--- config.mk ---
export PLATFORM = sky130hd
export DESIGN_NAME = gate_model_bist
export DESIGN_NICKNAME = d
export VERILOG_FILES = /design/src/rtl/gate_model_bist.sv
export SDC_FILE = /design/constraint.sdc
export NUM_CORES = 1
export LEC_CHECK = 0
export BUFFER_PORTS_ARGS = -buffer_cell sky130_fd_sc_hd__buf_2
export CORE_MARGIN = 1
export CORE_UTILIZATION = 45
export DETAILED_ROUTE_END_ITERATION = 12
export GPL_ROUTABILITY_DRIVEN = 1
export PLACE_DENSITY_LB_ADDON = 0.2
export SLEW_MARGIN = 0
export SYNTH_ARGS = -nofsm -noshare
export SYNTH_HDL_FRONTEND = slang
export SYNTH_SLANG_ARGS = --single-unit
--- constraint.sdc ---
create_clock -name clk -period 1.3 [get_ports clk]
set_input_delay 0 -clock clk [delete_from_list [all_inputs] [get_ports clk]]
set_output_delay 0 -clock clk [all_outputs]
set_load 0.01 [all_outputs]
--- src/rtl/gate_model_bist.sv ---
// gate_model_bist: LFSR pattern generator + 16-bit MISR response compactor for 11-in/10-out gate models.
// Latency: pat_out registered, one pattern per clk; done rises PATTERN_COUNT cycles after start is taken.
// Backpressure: none; start is only taken in IDLE/DONE, while busy it is dropped (no queueing).
// Optional feature macro: BIST_ALLZERO_EN (pattern index 2047 forced to all-zero for exhaustive runs).
module gate_model_bist #(
   parameter int          PATTERN_COUNT = 1024,
   parameter logic [10:0] LFSR_SEED     = 11'h001,
   parameter logic [15:0] SIG_SEED      = 16'hFFFF
) (
   input  logic        clk,
   input  logic        rst_n,
   input  logic        start,
   input  logic [15:0] golden,
   input  logic [9:0]  resp_in,
   output logic [10:0] pat_out,
   output logic        busy,
   output logic        done,
   output logic        pass,
   output logic [15:0] signature
);

`ifdef BIST_ALLZERO_EN
   localparam int MAX_COUNT = 2048;
`else
   localparam int MAX_COUNT = 2047;
`endif

   localparam logic [11:0] LAST_CNT = 12'(PATTERN_COUNT - 1);

   // The LFSR has period 2047, so more patterns than that would repeat (or need the all-zero slot).
   if (PATTERN_COUNT < 1 || PATTERN_COUNT > MAX_COUNT) begin : g_bad_count
      $error("gate_model_bist: PATTERN_COUNT %0d outside 1..%0d", PATTERN_COUNT, MAX_COUNT);
   end
   // An all-zero seed would lock the LFSR at zero.
   if (LFSR_SEED == 11'h000) begin : g_bad_seed
      $error("gate_model_bist: LFSR_SEED must be non-zero");
   end

   typedef enum logic [1:0] {
      IDLE = 2'd0,
      RUN  = 2'd1,
      DONE = 2'd2
   } state_t;

   state_t      state;
   state_t      state_nxt;
   logic [11:0] cnt;
   logic        accept;
   logic        last_edge;
   logic [10:0] lfsr_nxt;
   logic [10:0] pat_nxt;
   logic [15:0] misr_nxt;

   assign accept    = (state != RUN) && start;
   assign last_edge = (state == RUN) && (cnt == LAST_CNT);

   // x^11 + x^9 + 1 Fibonacci step.
   assign lfsr_nxt = {pat_out[9:0], pat_out[10] ^ pat_out[8]};

`ifdef BIST_ALLZERO_EN
   // Slot 2047 is the one value the LFSR never produces; fill it with zero and stop stepping.
   assign pat_nxt = (cnt == 12'd2046) ? 11'h000 : lfsr_nxt;
`else
   assign pat_nxt = lfsr_nxt;
`endif

   // x^16 + x^12 + x^5 + 1 shift with the 10 response bits folded into the low end.
   assign misr_nxt = {signature[14:0], 1'b0}
                   ^ (signature[15] ? 16'h1021 : 16'h0000)
                   ^ {6'b000000, resp_in};

   // State register.
   always_ff @(posedge clk) begin
      if (!rst_n) begin
         state <= IDLE;
      end else begin
         state <= state_nxt;
      end
   end

   // Next-state decode; a start coinciding with the final RUN edge is lost because state is still RUN.
   always_comb begin
      state_nxt = state;
      case (state)
         IDLE:    if (start)     state_nxt = RUN;
         RUN:     if (last_edge) state_nxt = DONE;
         DONE:    if (start)     state_nxt = RUN;
         default:                state_nxt = IDLE;
      endcase
   end

   // Status outputs decoded straight from the state register.
   always_comb begin
      busy = 1'b0;
      done = 1'b0;
      case (state)
         RUN:     busy = 1'b1;
         DONE:    done = 1'b1;
         default: ;
      endcase
      pass = done && (signature == golden);
   end

   // Datapath: pattern, pattern counter and signature; restarted on every accepted start.
   always_ff @(posedge clk) begin
      if (!rst_n) begin
         pat_out   <= 11'h000;
         cnt       <= 12'd0;
         signature <= SIG_SEED;
      end else if (accept) begin
         pat_out   <= LFSR_SEED;
         cnt       <= 12'd0;
         signature <= SIG_SEED;
      end else if (state == RUN) begin
         signature <= misr_nxt;
         cnt       <= cnt + 12'd1;
         pat_out   <= last_edge ? 11'h000 : pat_nxt;
      end
   end

endmodule
==> flow_summary.ini <==
[detailed_routing]
via_count = 1627
drt_iter0_markers = 93
wirelength_um = 4220
drc_errors = 0
wl_per_cell_um = 12.9
post_drt_via_cell_ratio = 4.96
antenna_left = 0
drtPass1Iterations = 4

[yosys]
yosys_warnings = 0
synthTopCellsByCount = dfxtp_1 (41), xor2_1 (28), nand2_1 (27)
synth_top_area_cell = dfxtp_1
yosysMostFrequentCell = dfxtp_1
synth_edf_count = 0
yosysTopAreaCellShare = 0.441
synthFlopType = dfxtp_1
ys_seq_elements = 41
synth-seq-area-share = 0.441
ys_types = 35
syn_area_per_cell_um2 = 9.44
synth_cells = 197
syn_nets = 227
ys_async_sr_fraction = 0
syn_area_um2 = 1860
synth.area.top_cells = dfxtp_1 (44%), xor2_1 (13%), xnor2_1 (5.7%)

[placed_design]
place_area_um2 = 2330
dp_hpwl_um = 2940
place_congestion = 0.717
io_buffers = 58

[worst_setup_path]
cp-end-kind = output port
cpPeakStageDelay_ps = 330
required_ps = 1300
worstSetupPathType = register to output port
cp-start-kind = register
cp_max_fo = 2
critPathSlowestCell = dfxtp_1
path_cells = xor2_1 > nor4_2 > nand4_1 > nor3_2 > buf_2
crit_arrival_ps = 1500

[global_route]
antenna_found_initial = 0
grt_pass1_wl_um = 6450
grt_max_degree = 28
grt_pass1_vias = 1424
grt_overflow_total = 0
grtUsageTotal = 0.197

[layout]
postLayoutCellArea_um2 = 2490
areaGrowthSynthToFinish_pct = 34.0
nets = 307
num_antenna_cells = 0
drive_above_1_share = 0.417

[sta]
fmax_mhz = 665
fin_ws_ps = -204
fin_skew_ps = 5.25
drv_slew = 0
relSlewSlack = 0.819
tns_ps = -204
tightest_slew_ps = 270
setup_viol = 1
fin_crit_sh = 1.16
fin_crit_ps = 1500
rsz0062_at_grt = true
hold_viol = 0

[clock_tree]
numCtsBuffers = 5
htreeDepth = 2
clockBufferDepth = 2
cts_tree = yes
clk_latency_ps = 290
clockRootBuffer = clkbuf_8
clock-sinks = 41
clkTransAtPathRegs_ps = 80

[flow_run]
maxCapViolCount = 0

[floorplan]
io_pins = 59
fp.dieH_um = 66.3
rows = 23
die_area_um2 = 4390
start_util = 0.468
die_w_um = 66.3
core_area_um2 = 3970

[run_status]
status = finished with violations
failed_checks = setup timing

[hold_path]
min_path_type = input pin to register

[pwr]
powerDensity_nw_per_um2 = 1080
p_leak_nw = 1.12
max-vdd-ir-drop_v = 0.000645
[kinds of logic (layout without fill, tap and decap cells)]
kind of cell | Yosys count | in the layout | share of synthesized area
xor+xnor | 40 | 40 | 0.188
compound gates | 29 | 30 | 0.127
fa+ha+maj | 1 | 1 | 0.00673
simple gates | 69 | 69 | 0.186
buf+inv | 17 | 97 | 0.0511
flops | 41 | 41 | 0.441
[stage by stage]
stage	util	cells	hold slack (ps)	setup WS (ps)	total power, mW
floorplan	-	197	122	-27.5	1.68
finish	0.627	328	12.9	-204	2.68
global placement	0.586	316	292	37.0	1.86
global route	0.627	328	6.84	-359	2.80
CTS	0.619	327	6.83	-205	2.68
detailed placement	0.586	316	296	6.26	1.87
[area by class of cell]
class                           count  area, µm²
Fill cell                         350       1480
Multi-Input combinational cell    140        988
Sequential cell                    41        832
Timing Repair Buffer               86        514
Clock buffer                        6       72.6
Tap cell                           50       62.6
Inverter                            3       11.3
Clock inverter                      2       10.0
[what timing repair did]
item,4_1_cts,5_1_grt
hold buffers,1,0
endpoints found under the setup margin,3,25
hold endpoints to repair,1,0
pin swaps,9,4
cloned,1,1
gates resized for setup,7,11
buffers inserted,1,0
[per-layer routing]
metal  wire length (µm)  up-vias  global-route usage  share of wire
li1                   -      826                   -              -
met1               2040      756               0.265           0.48
met2               1950       37               0.291           0.46
met3                168        8              0.0552          0.040
met4                 55        0              0.0824          0.013
met5                  0        -                   0              0
[cells in the final DEF (no fill, tap or decap), types with 2 or more instances in the layout]
| cell type | Yosys | layout |
|---|---|---|
| buf_2 | 4 | 58 |
| nor4_1 | 3 | 2 |
| a22o_1 | 10 | 10 |
| buf_6 | 1 | 3 |
| nor2_2 | 1 | 2 |
| nand3_1 | 9 | 9 |
| inv_1 | 2 | 2 |
| nand2_1 | 27 | 27 |
| clkbuf_8 | 0 | 5 |
| o211a_4 | 1 | 2 |
| xnor2_1 | 12 | 12 |
| clkinv_2 | 0 | 2 |
| nand4_1 | 5 | 5 |
| buf_4 | 5 | 24 |
| xor2_1 | 28 | 28 |
| dfxtp_1 | 41 | 32 |
| nor2_1 | 12 | 11 |
| nand2b_1 | 2 | 2 |
| o211ai_1 | 11 | 11 |
| and2_1 | 3 | 2 |
| dfxtp_2 | 0 | 9 |
[registers in the layout (all words and copies together) (netlist names)]
register	flops
cnt	12
pat_out	11
signature	16
state	2
[worst max-delay path: cells and delay by family (launching register included)]
family,cells,cell delay (ps)
xor+xnor,1,170
flops,1,330
buf+inv,1,150
simple gates,3,570
[report_power, final]
| group | switching (mW) | internal (mW) | leakage, nW |
|---|---|---|---|
| Sequential | 0.0454 | 1.31 | 0.334 |
| Combinational | 0.273 | 0.252 | 0.745 |
| Clock | 0.426 | 0.372 | 0.0450 |
| Total | 0.745 | 1.93 | 1.12 |
[final timing paths]
kind                            slack [ps]           end  cells after the start         start
worst max register to register          30  signature[1]                      5      state[1]
worst max-delay path                  -200          pass                      5  signature[0]
worst min-delay path                    10  signature[9]                      3    resp_in[9]
worst min register to register         490    pat_out[7]                      1    pat_out[6]
No activity file was read; power rests on OpenSTA's default activity.
